--- config.mk ---
export PLATFORM = sky130hd
export DESIGN_NAME = spi_command_rx_flat
export DESIGN_NICKNAME = d
export VERILOG_FILES = /design/src/rtl/spi_command_rx_if.sv /design/src/rtl/spi_command_rx.sv /design/src/flat_wrapper.sv
export SDC_FILE = /design/constraint.sdc
export NUM_CORES = 1
export LEC_CHECK = 0
export ABC_CLOCK_PERIOD_IN_PS = 1650
export BUFFER_PORTS_ARGS = -buffer_cell sky130_fd_sc_hd__buf_2
export CAP_MARGIN = 10
export CORE_AREA = 3 3 64 66
export CTS_CLUSTER_SIZE = 25
export DETAILED_ROUTE_END_ITERATION = 8
export DIE_AREA = 0 0 67 69
export PLACE_DENSITY = 0.68
export SYNTH_ARGS = -nofsm -noshare
export SYNTH_HDL_FRONTEND = slang
export SYNTH_SLANG_ARGS = --single-unit
--- constraint.sdc ---
create_clock -name clk -period 1.65 [get_ports clk]
set_input_delay 0.165 -clock clk [delete_from_list [all_inputs] [get_ports clk]]
set_output_delay 0.165 -clock clk [all_outputs]
set_load 0.005 [all_outputs]
--- src/rtl/spi_command_rx_if.sv ---
// spi_command_rx_if: SPI pins plus engine command-port signals of spi_command_rx.
interface spi_command_rx_if #(
  parameter int spi_fifo_length = 32
);
  logic spi_sck;
  logic spi_cs_n;
  logic spi_mosi;
  logic spi_miso;
  logic [7:0] command_out;
  logic command_out_ready;
  logic [$clog2(spi_fifo_length):0] fifo_count;
  logic invalid_command;
  logic rx_overflow;
  modport master (
    output spi_sck, spi_cs_n, spi_mosi, fifo_count, invalid_command,
    input  spi_miso, command_out, command_out_ready, rx_overflow
  );
  modport slave (
    input  spi_sck, spi_cs_n, spi_mosi, fifo_count, invalid_command,
    output spi_miso, command_out, command_out_ready, rx_overflow
  );
endinterface

--- src/rtl/spi_command_rx.sv ---
// spi_command_rx: mode-0 SPI slave turning host bytes into engine command writes, returning status on MISO.
module spi_command_rx #(
  parameter int spi_fifo_length = 32,
  parameter int sync_stages = 2
) (
  input logic clk,
  input logic reset,
  spi_command_rx_if.slave bus
);
  typedef enum logic {IDLE, SHIFT} state_t;
  state_t state, state_nx;
  logic [sync_stages-1:0] sck_sync, cs_sync, mosi_sync;
  logic sck_d, cs_d;
  logic sck_s, cs_s, mosi_s;
  logic sck_rise, sck_fall, cs_rise, cs_fall;
  logic frame_start, active, byte_done, byte_load, fifo_ok;
  logic [3:0] bit_cnt;
  logic [6:0] rx_sr;
  logic [7:0] tx_sr;
  logic inv_st, ovf_st;
  logic [31:0] free_w;
  logic [7:0] status;
  // Synchronisers are left unreset so a reset with cs_n already low cannot fake a frame start.
  always_ff @(posedge clk) begin
    sck_sync <= {sck_sync[sync_stages-2:0], bus.spi_sck};
    cs_sync <= {cs_sync[sync_stages-2:0], bus.spi_cs_n};
    mosi_sync <= {mosi_sync[sync_stages-2:0], bus.spi_mosi};
    sck_d <= sck_s;
    cs_d <= cs_s;
  end
  assign sck_s = sck_sync[sync_stages-1];
  assign cs_s = cs_sync[sync_stages-1];
  assign mosi_s = mosi_sync[sync_stages-1];
  assign sck_rise = sck_s & ~sck_d;
  assign sck_fall = ~sck_s & sck_d;
  assign cs_rise = cs_s & ~cs_d;
  assign cs_fall = ~cs_s & cs_d;
  assign fifo_ok = 32'(bus.fifo_count) < 32'(spi_fifo_length);
  assign free_w = fifo_ok ? 32'(spi_fifo_length) - 32'(bus.fifo_count) : 32'd0;
  assign status = {inv_st, ovf_st, free_w > 32'd63 ? 6'd63 : free_w[5:0]};
  assign bus.spi_miso = tx_sr[7];
  always_comb begin
    state_nx = (state == IDLE && cs_fall) ? SHIFT : (state == SHIFT && cs_rise) ? IDLE : state;
    frame_start = state == IDLE && cs_fall;
    active = state == SHIFT && !cs_rise;
    byte_done = active && sck_rise && bit_cnt == 4'd7;
    byte_load = active && sck_fall && bit_cnt == 4'd8;
  end
  always_ff @(posedge clk) begin
    if (reset) begin
      state <= IDLE;
      bit_cnt <= '0;
      rx_sr <= '0;
      tx_sr <= '0;
      inv_st <= 1'b0;
      ovf_st <= 1'b0;
      bus.command_out <= '0;
      bus.command_out_ready <= 1'b0;
      bus.rx_overflow <= 1'b0;
    end else begin
      state <= state_nx;
      bus.command_out_ready <= byte_done && fifo_ok;
      inv_st <= bus.invalid_command | (inv_st & ~frame_start);
      ovf_st <= (byte_done & ~fifo_ok) | (ovf_st & ~frame_start);
      if (byte_done && !fifo_ok) bus.rx_overflow <= 1'b1;
      if (byte_done && fifo_ok) bus.command_out <= {rx_sr, mosi_s};
      if (active && sck_rise) begin
        rx_sr <= {rx_sr[5:0], mosi_s};
        bit_cnt <= bit_cnt + 4'd1;
      end
      // Frame start and byte boundaries reload the status; only frame start clears the stickies.
      if (frame_start || byte_load) begin
        bit_cnt <= '0;
        tx_sr <= status;
      end else if (active && sck_fall) begin
        tx_sr <= {tx_sr[6:0], 1'b0};
      end else if (state == SHIFT && cs_rise) begin
        tx_sr <= '0;
      end
    end
  end
endmodule

--- src/flat_wrapper.sv ---
// flat-port wrapper written by rule: the top's interface ports become plain ports
module spi_command_rx_flat 
#(
  parameter int spi_fifo_length = 32,
  parameter int sync_stages = 2
)
  (clk, reset, bus_spi_sck, bus_spi_cs_n, bus_spi_mosi, bus_fifo_count, bus_invalid_command, bus_spi_miso, bus_command_out, bus_command_out_ready, bus_rx_overflow);
  spi_command_rx_if #(.spi_fifo_length(spi_fifo_length)) bus_i ();
  input logic clk;
  input logic reset;
  input wire logic [$bits(bus_i.spi_sck)-1:0] bus_spi_sck;
  input wire logic [$bits(bus_i.spi_cs_n)-1:0] bus_spi_cs_n;
  input wire logic [$bits(bus_i.spi_mosi)-1:0] bus_spi_mosi;
  input wire logic [$bits(bus_i.fifo_count)-1:0] bus_fifo_count;
  input wire logic [$bits(bus_i.invalid_command)-1:0] bus_invalid_command;
  output wire logic [$bits(bus_i.spi_miso)-1:0] bus_spi_miso;
  output wire logic [$bits(bus_i.command_out)-1:0] bus_command_out;
  output wire logic [$bits(bus_i.command_out_ready)-1:0] bus_command_out_ready;
  output wire logic [$bits(bus_i.rx_overflow)-1:0] bus_rx_overflow;
  assign bus_i.spi_sck = bus_spi_sck;
  assign bus_i.spi_cs_n = bus_spi_cs_n;
  assign bus_i.spi_mosi = bus_spi_mosi;
  assign bus_i.fifo_count = bus_fifo_count;
  assign bus_i.invalid_command = bus_invalid_command;
  assign bus_spi_miso = bus_i.spi_miso;
  assign bus_command_out = bus_i.command_out;
  assign bus_command_out_ready = bus_i.command_out_ready;
  assign bus_rx_overflow = bus_i.rx_overflow;
  spi_command_rx #(.spi_fifo_length(spi_fifo_length), .sync_stages(sync_stages)) u_core (.clk(clk), .reset(reset), .bus(bus_i));
endmodule
==> results.py, run 1 <==
metrics = {
    "status": {
        "status": "complete, no violations",
    },
    "clock_tree": {
        "tritoncts": "done",
        "clk_latency_ps": 290,
        "clock_path_buffers": 2,
        "clk_pin_slew_worst_paths_ps": 80,
        "root_cell_of_the_clock_tree": "clkbuf_8",
        "cts.sink_count": 40,
        "cts_max_level": 2,
        "cts_buffers": 5,
    },
    "die": {
        "design.portCount": 23,
        "rows": 22,
        "core_area_um2": 3630,
        "die-height_um": 69,
        "floorplan_die_area_um2": 4620,
        "start_util_pct": 48.6,
        "die-width_um": 67,
    },
    "finish": {
        "final_area_um2": 2150,
        "n_antenna_cell": 0,
        "final_layout_size_suffix_gt1_share_pct": 24.1,
        "fillerInstances": 330,
        "area_growth_pct": 22.1,
        "finish.net_count": 230,
    },
    "power": {
        "cellLeakagePower_nw": 0.887,
        "p_seq_share_pct": 49.8,
        "finalPower_mw": 2.01,
        "netSwitchingPower_mw": 0.420,
        "pwr-share-comb_pct": 7.8,
        "p_sw_share_pct": 20.8,
        "pwr_per_cell_area_nw_per_um2": 936,
        "internal-power_mw": 1.59,
        "clock_power_share_pct": 42.5,
        "max-vdd-ir-drop_mv": 0.503,
    },
    "critical_path": {
        "cp-startpoint": "u_core.bit_cnt[0]$_SDFFE_PP0N_",
        "worstPathCellList": "inv_2, ha_4, nand3b_1, o41ai_4, buf_4, a22oi_1, a211oi_1",
        "rrSetupSlack_ps": 70,
        "end_kind": "register",
        "timing.critical_path.required_ps": 1860,
        "cp-start-kind": "register",
        "reg2reg_to": "u_core.tx_sr[6]$_SDFFE_PP0P_",
        "critical_path_depth": 7,
        "worst_setup_path_endpoint": "u_core.tx_sr[6]$_SDFFE_PP0P_",
        "timing.critical_path.arrival_ps": 1790,
        "critical_path.slowest_cell": "o41ai_4",
        "critical_path.n_buffers_inverters": 2,
        "r2r-start": "u_core.bit_cnt[0]$_SDFFE_PP0N_",
        "path_class": "register to register",
        "critical_path_peak_fanout": 6,
        "crit_family": "compound AO/OA/AOI/OAI gates",
        "crit_path_max_incr_delay_ps": 370,
        "worstRegToRegCells": 7,
    },
    "global_routing": {
        "overflow": 0,
        "antenna_found_initial": 0,
        "grt_util_all_layers_pct": 15.9,
        "via_count_of_the_first_global_routing_pass": 1341,
        "grt_pass1_wl_um": 5730,
        "grt_start_max_net_pins": 40,
    },
    "sta": {
        "worst-slew-pin-transition_ps": 550,
        "rsz_0062_raised_after_global_routing": "yes",
        "max_freq_mhz": 633,
        "skew_ps": 10.2,
        "hold_violations": 0,
        "drv_slew": 0,
        "period_needed_ps": 1580,
        "final_critical_path_share_of_the_clock_period_pct": 95.7,
        "timing.final.setup_violations": 0,
        "slew-limit-headroom_pct": 63.3,
    },
    "synth": {
        "synth.ff_latch_count": 40,
        "syn-cell-area_um2": 1760,
        "postSynthAreaPerCell_um2": 9.75,
        "synth_nets": 196,
        "yosys_warnings": 0,
        "post_synth_inst_count": 181,
        "edff_count_synth": 0,
        "yosysUniqueCellTypes": 40,
        "synth-seq-area-share_pct": 45.4,
        "async_reset_ff_share_pct": 0,
        "postSynth.topFlopCell": "dfxtp_1",
    },
    "routing": {
        "routed_wirelength_um": 3360,
        "antenna_left": 0,
        "drc": 0,
        "vias": 1398,
        "wl_per_cell_um": 12.7,
        "detailedRoute.firstIterationViolations": 68,
        "route.detailed.vias_per_inst": 5.30,
        "first_pass_iters": 4,
    },
    "hold_path": {
        "hold_path_depth": 3,
        "class_of_the_tightest_hold_or_removal_check": "input pin to register",
    },
    "placed_design": {
        "place.port_buffers": 22,
        "gp_congestion": 0.778,
        "hpwl_um": 2430,
        "postPlaceCellArea_um2": 1960,
    },
    "run": {
        "count_of_max_cap_constraint_violations": 0,
    },
}
-- state kept, by name, summed over array words and instances, names as in the netlist --
name / count
u_core.bus.command_out: 8
u_core.tx_sr: 8
u_core.rx_sr: 7
u_core.bit_cnt: 4
u_core.cs_sync: 2
u_core.mosi_sync: 2
u_core.sck_sync: 2
u_core.bus.command_out_ready: 1
u_core.bus.rx_overflow: 1
u_core.cs_d: 1
u_core.inv_st: 1
u_core.ovf_st: 1
u_core.sck_d: 1
u_core.state: 1
-- final cells by class --
class	instances	area (um^2)	area share (%)
Sequential cell	40	803	37.3
Timing Repair Buffer	37	243	11.3
Clock inverter	1	30.0	1.39
Inverter	7	26.3	1.22
Tap cell	48	60.1	2.79
Multi-Input combinational cell	124	895	41.5
Clock buffer	7	96.3	4.47
-- worst register-to-register path, delay by kind of cell, from the launching register on --
kind                     cells  cell delay (ps)
adder cells (fa/ha/maj)      1              130
AND/OR/NAND/NOR              1              110
flip-flops                   1              330
AO/OA/AOI/OAI                3              660
buffers and inverters        2              260
-- worst min path at each step --
| stage | from | end | slack [ps] |
|---|---|---|---|
| floorplan | bus_spi_cs_n | u_core.cs_sync[0]$_DFF_P_ | 190 |
| global placement | bus_spi_sck | u_core.sck_sync[0]$_DFF_P_ | 270 |
| CTS | bus_invalid_command | u_core.inv_st$_SDFF_PP0_ | 80 |
| finish | bus_invalid_command | u_core.inv_st$_SDFF_PP0_ | 80 |
| global route | bus_invalid_command | u_core.inv_st$_SDFF_PP0_ | 100 |
| detailed placement | bus_spi_cs_n | u_core.cs_sync[0]$_DFF_P_ | 270 |
-- synth_stat cells, types with 2 or more instances --
master    instances  area share [%]
xor2_1            3             1.5
a21oi_1          10             2.8
or3_1             2            0.71
a32oi_1           5             2.5
nor2b_1           3             1.1
dfxtp_1          40              45
mux2i_1          16             9.1
nor2_1           16             3.4
o21ai_0           2            0.57
xnor2_1           2            0.99
nand2_1           7             1.5
nor3_1            4             1.1
buf_2             2            0.57
a22oi_1           2            0.85
nand2b_1         21             7.4
a211oi_1          3             1.3
inv_1             7             1.5
nand4_1           2            0.71
ha_1              3             2.1
clkbuf_1          6             1.3
o22ai_1           4             1.4
nand3_1           2            0.57
buf_6             2             1.3
-- through the flow --
stage | setup WS [ps] | instances | utilization, % | TNS [ps] | hold slack [ps]
after global routing | -11.0 | 264 | 59.3 | -21.9 | 101
after CTS | 49.2 | 261 | 58.2 | 0 | 76.8
after global placement | 28.2 | 250 | 53.9 | 0 | 267
after detailed placement | -32.8 | 250 | 53.9 | -74.7 | 270
final | 71.0 | 264 | 59.3 | 0 | 79.5
after floorplan | 128 | 181 | - | 0 | 193
-- per-layer routing --
layer	vias to the layer above	global-route usage (%)	share of wire, %
met5	-	0	0
met4	0	6.76	1.6
met3	5	4.89	5.3
met2	40	25.3	48
met1	655	19.5	45
li1	698	-	-
-- power by group through the flow --
stage / Combinational [mW] / Clock, mW / Sequential, mW
6_report: 0.157 / 0.856 / 1.00
5_1_grt: 0.172 / 0.932 / 1.01
3_5_place_dp: 0.147 / 0 / 1.02
3_3_place_gp: 0.142 / 0 / 1.02
2_1_floorplan: 0.102 / 0 / 1.02
4_1_cts: 0.153 / 0.884 / 1.00
-- cell families (layout without fill, tap and decap cells) --
family | after synthesis | after routing | share of synthesized area (%)
and+or+nand+nor | 69 | 69 | 22.8
DFF | 40 | 40 | 45.4
AOI/OAI and AO/OA | 31 | 31 | 13.5
buffers and inverters | 17 | 52 | 4.61
muxes | 16 | 16 | 9.08
xor gates and xnor gates | 5 | 5 | 2.48
adders and majority gates | 3 | 3 | 2.13
-- placed cells by master (no fill, tap or decap), types with 3 or more instances in the layout --
cell / instances
a32oi_1: 5
a21oi_1: 10
nor2_1: 16
nand2_1: 7
buf_4: 11
dlygate4sd3_1: 3
nor3_1: 4
xor2_1: 3
dfxtp_1: 38
inv_1: 5
clkbuf_8: 7
nor2b_1: 3
a211oi_1: 3
mux2i_1: 16
nand2b_1: 21
buf_2: 22
o22ai_1: 4
-- timing repair --
action | 4_1_cts | 5_1_grt
buffers inserted | 0 | 3
endpoints found under the setup margin | 0 | 6
gates resized for setup | 0 | 6
hold buffers | 3 | 0
hold endpoints to repair | 3 | 0
Power figures use the tool's default switching activity.
==> run 2, diff against run 1 <==
--- a/config.mk
+++ b/config.mk
@@ -5,13 +5,13 @@
 export SDC_FILE = /design/constraint.sdc
 export NUM_CORES = 1
 export LEC_CHECK = 0
+export ABC_AREA = 1
 export ABC_CLOCK_PERIOD_IN_PS = 1650
 export BUFFER_PORTS_ARGS = -buffer_cell sky130_fd_sc_hd__buf_2
 export CAP_MARGIN = 10
-export CORE_AREA = 3 3 64 66
-export CTS_CLUSTER_SIZE = 25
+export CORE_AREA = 3 3 65 67
 export DETAILED_ROUTE_END_ITERATION = 8
-export DIE_AREA = 0 0 67 69
+export DIE_AREA = 0 0 68 70
 export PLACE_DENSITY = 0.68
 export SYNTH_ARGS = -nofsm -noshare
 export SYNTH_HDL_FRONTEND = slang
==> run 2 against run 1 <==
  * Clock skew is 6.2 ps lower
  * Clock power is 1% lower
  * Sequential cell count did not move
  * Routed wire length is 3.4% higher
  * Final area fell by 3.0%
  * Sequential power hardly changed
  * Combinational power shrank 3%
  * Cell count up 14%
  * Die area increased by 3.0%
  * Maximum frequency rose by 10%
  * Area after synthesis is 2.1% higher
  * Largest cell class unchanged
  * Largest power group unchanged
==> results.py, run 2 <==
metrics = {
    "status": {
        "status": "complete, no violations",
    },
    "global_routing": {
        "overflow": 0,
        "via_count_of_the_first_global_routing_pass": 1388,
        "antenna_found_initial": 0,
        "grt_start_max_net_pins": 19,
        "grt_util_all_layers_pct": 16.4,
        "grt_pass1_wl_um": 6060,
    },
    "synth": {
        "most_frequently_used_cell_type_in_the_post_synthesis_netlist": "nand2_1",
        "synth.ff_latch_count": 40,
        "synth_top_area_share_pct": 44.4,
        "postSynth.topFlopCell": "dfxtp_1",
        "synth_fa_ha_area_share_pct": 2.08,
        "async_reset_ff_share_pct": 0,
        "edff_count_synth": 0,
        "synth_largest_area_cell": "dfxtp_1",
        "postSynthAreaPerCell_um2": 8.01,
        "yosys-top-cells-area": "dfxtp_1 44%, nand2_1 9.0%, nor2_1 6.9%, nand3_1 6.7%, a21oi_1 4.7%",
        "yosys-mux-area-fraction_pct": 0,
        "most_common_library_cells_after_synthesis": "43 x nand2_1, 40 x dfxtp_1, 33 x nor2_1",
        "synth-seq-area-share_pct": 44.4,
        "yosysUniqueCellTypes": 25,
        "synth_compound_gate_area_share_pct": 7.22,
        "post_synth_inst_count": 225,
        "yosys_warnings": 0,
        "syn-cell-area_um2": 1800,
        "synth_simple_gate_area_share_pct": 39.5,
        "post_synthesis_share_of_cell_area_spent_on_xor_and_xnor_gates_pct": 0,
        "combinational_family_with_the_most_area_after_synthesis": "simple AND/OR/NAND/NOR gates",
        "synth_nets": 240,
    },
    "clock_tree": {
        "root_cell_of_the_clock_tree": "clkbuf_8",
        "hold_buffers": 3,
        "cts_max_level": 2,
        "cts_buffers": 5,
        "clock_path_buffers": 2,
        "clk_latency_ps": 290,
        "tritoncts": "done",
        "postCtsSetupBuffers": 0,
        "post_cts_resized": 0,
        "clk_pin_slew_worst_paths_ps": 80,
        "cts.sink_count": 40,
    },
    "critical_path": {
        "r2r-start": "u_core.bit_cnt[0]$_SDFFE_PP0N_",
        "worstRegToRegCells": 7,
        "critical_path_peak_fanout": 9,
        "timing.critical_path.arrival_ps": 1660,
        "rrSetupSlack_ps": 220,
        "cp-start-kind": "register",
        "path_class": "register to register",
        "timing.critical_path.required_ps": 1880,
        "end_kind": "register",
        "reg2reg_to": "u_core.bit_cnt[2]$_SDFFE_PP0N_",
    },
    "die": {
        "die-width_um": 68,
        "die-height_um": 70,
        "design.portCount": 23,
        "rows": 22,
        "core_area_um2": 3690,
        "start_util_pct": 48.8,
        "floorplan_die_area_um2": 4760,
    },
    "finish": {
        "most-common-layout-cells": "43 x nand2_1, 40 x dfxtp_1, 33 x nor2_1",
        "utilization_pct": 56.6,
        "fillerInstances": 379,
        "finish.net_count": 266,
        "n_antenna_cell": 0,
        "largestRegisters": "u_core.bus.command_out (8), u_core.tx_sr (8), u_core.rx_sr (7)",
        "area_growth_pct": 15.9,
        "leading_cell_type_in_the_layout_fill_and_taps_excluded": "nand2_1",
        "final_area_um2": 2090,
        "final_layout_size_suffix_gt1_share_pct": 23.0,
    },
    "sta": {
        "slew-limit-headroom_pct": 76.3,
        "fin_tns_setup_ps": 0,
        "timing.final.setup_violations": 0,
        "skew_ps": 4.06,
        "hold_violations": 0,
        "drv_slew": 0,
        "period_needed_ps": 1430,
        "max_freq_mhz": 698,
        "rsz_0062_raised_after_global_routing": "no",
        "worst-slew-pin-transition_ps": 355,
        "final_critical_path_share_of_the_clock_period_pct": 86.9,
    },
    "run": {
        "count_of_max_cap_constraint_violations": 0,
    },
    "power": {
        "max-vdd-ir-drop_mv": 0.723,
        "cellLeakagePower_nw": 0.959,
        "pwr_per_cell_area_nw_per_um2": 959,
    },
    "routing": {
        "wl_per_cell_um": 11.6,
        "routed_wirelength_um": 3480,
        "detailedRoute.firstIterationViolations": 100,
        "first_pass_iters": 4,
        "vias": 1478,
        "drc": 0,
        "antenna_left": 0,
        "route.detailed.vias_per_inst": 4.93,
    },
    "hold_path": {
        "worstHoldEndpoint": "u_core.inv_st$_SDFF_PP0_",
        "class_of_the_tightest_hold_or_removal_check": "input pin to register",
        "hold_path.startpoint": "bus_invalid_command",
        "hold_path_depth": 3,
    },
    "placed_design": {
        "place.port_buffers": 22,
        "postPlaceCellArea_um2": 1940,
        "gp_congestion": 0.740,
        "hpwl_um": 2490,
    },
}
run 2: routing by layer:
layer | up-vias | track usage (%) | part of all wire (%)
met5 | - | 0 | 0
met1 | 681 | 21.1 | 47
met2 | 10 | 25.7 | 49
met3 | 6 | 5.31 | 2.7
li1 | 781 | - | -
met4 | 0 | 4.64 | 1.2
run 2: layout make-up:
| type | instances | area (um^2) | share of cell area [%] |
|---|---|---|---|
| sequential | 40 | 801 | 38.3 |
| clock buffer | 6 | 82.6 | 3.95 |
| clock inverter | 2 | 38.8 | 1.86 |
| timing repair buffer | 26 | 148 | 7.07 |
| tap | 48 | 60.1 | 2.88 |
| multi-input combinational | 157 | 880 | 42.1 |
| inverter | 21 | 78.8 | 3.77 |
run 2: where the power goes:
group / internal [mW] / switching, mW
clock: 0.495 / 0.353
combinational: 0.0554 / 0.0968
sequential: 0.986 / 0.0169
run 2: worst max path at each step:
stage                                   startpoint                                     end  slack [ps]
global placement         u_core.state$_SDFFE_PP0P_  u_core.bus.command_out[7]$_SDFFE_PP0P_         270
detailed placement             u_core.cs_d$_DFF_P_  u_core.bus.command_out[1]$_SDFFE_PP0P_         250
global route             u_core.state$_SDFFE_PP0P_          u_core.bit_cnt[2]$_SDFFE_PP0N_          90
floorplan           u_core.bit_cnt[0]$_SDFFE_PP0N_  u_core.bus.command_out[3]$_SDFFE_PP0P_         410
finish              u_core.bit_cnt[0]$_SDFFE_PP0N_          u_core.bit_cnt[2]$_SDFFE_PP0N_         220
CTS                 u_core.bit_cnt[0]$_SDFFE_PP0N_          u_core.bit_cnt[2]$_SDFFE_PP0N_         240
run 2: kinds of logic after synthesis:
group,after synthesis
adders and majority gates,3
and+or+nand+nor,128
DFF,40
buffers and inverters,28
AOI/OAI and AO/OA,26
run 2: stage by stage:
step | worst slack [ps] | hold WS, ps | instances | power, mW
3_3_place_gp | 275 | 267 | 289 | 1.17
2_1_floorplan | 412 | 193 | 225 | 1.14
5_1_grt | 88.0 | 101 | 300 | 2.07
3_5_place_dp | 252 | 270 | 289 | 1.17
6_report | 217 | 82.5 | 300 | 2.00
4_1_cts | 236 | 75.5 | 300 | 2.02
run 2: critical path, cell delays in order (launching register included):
cell and delay, ps:
dfxtp_1 380, inv_1 80, ha_1 210, nand3_2 170, nand2_2 120, nand2_4 110
nand2_2 90, nor3_2 190
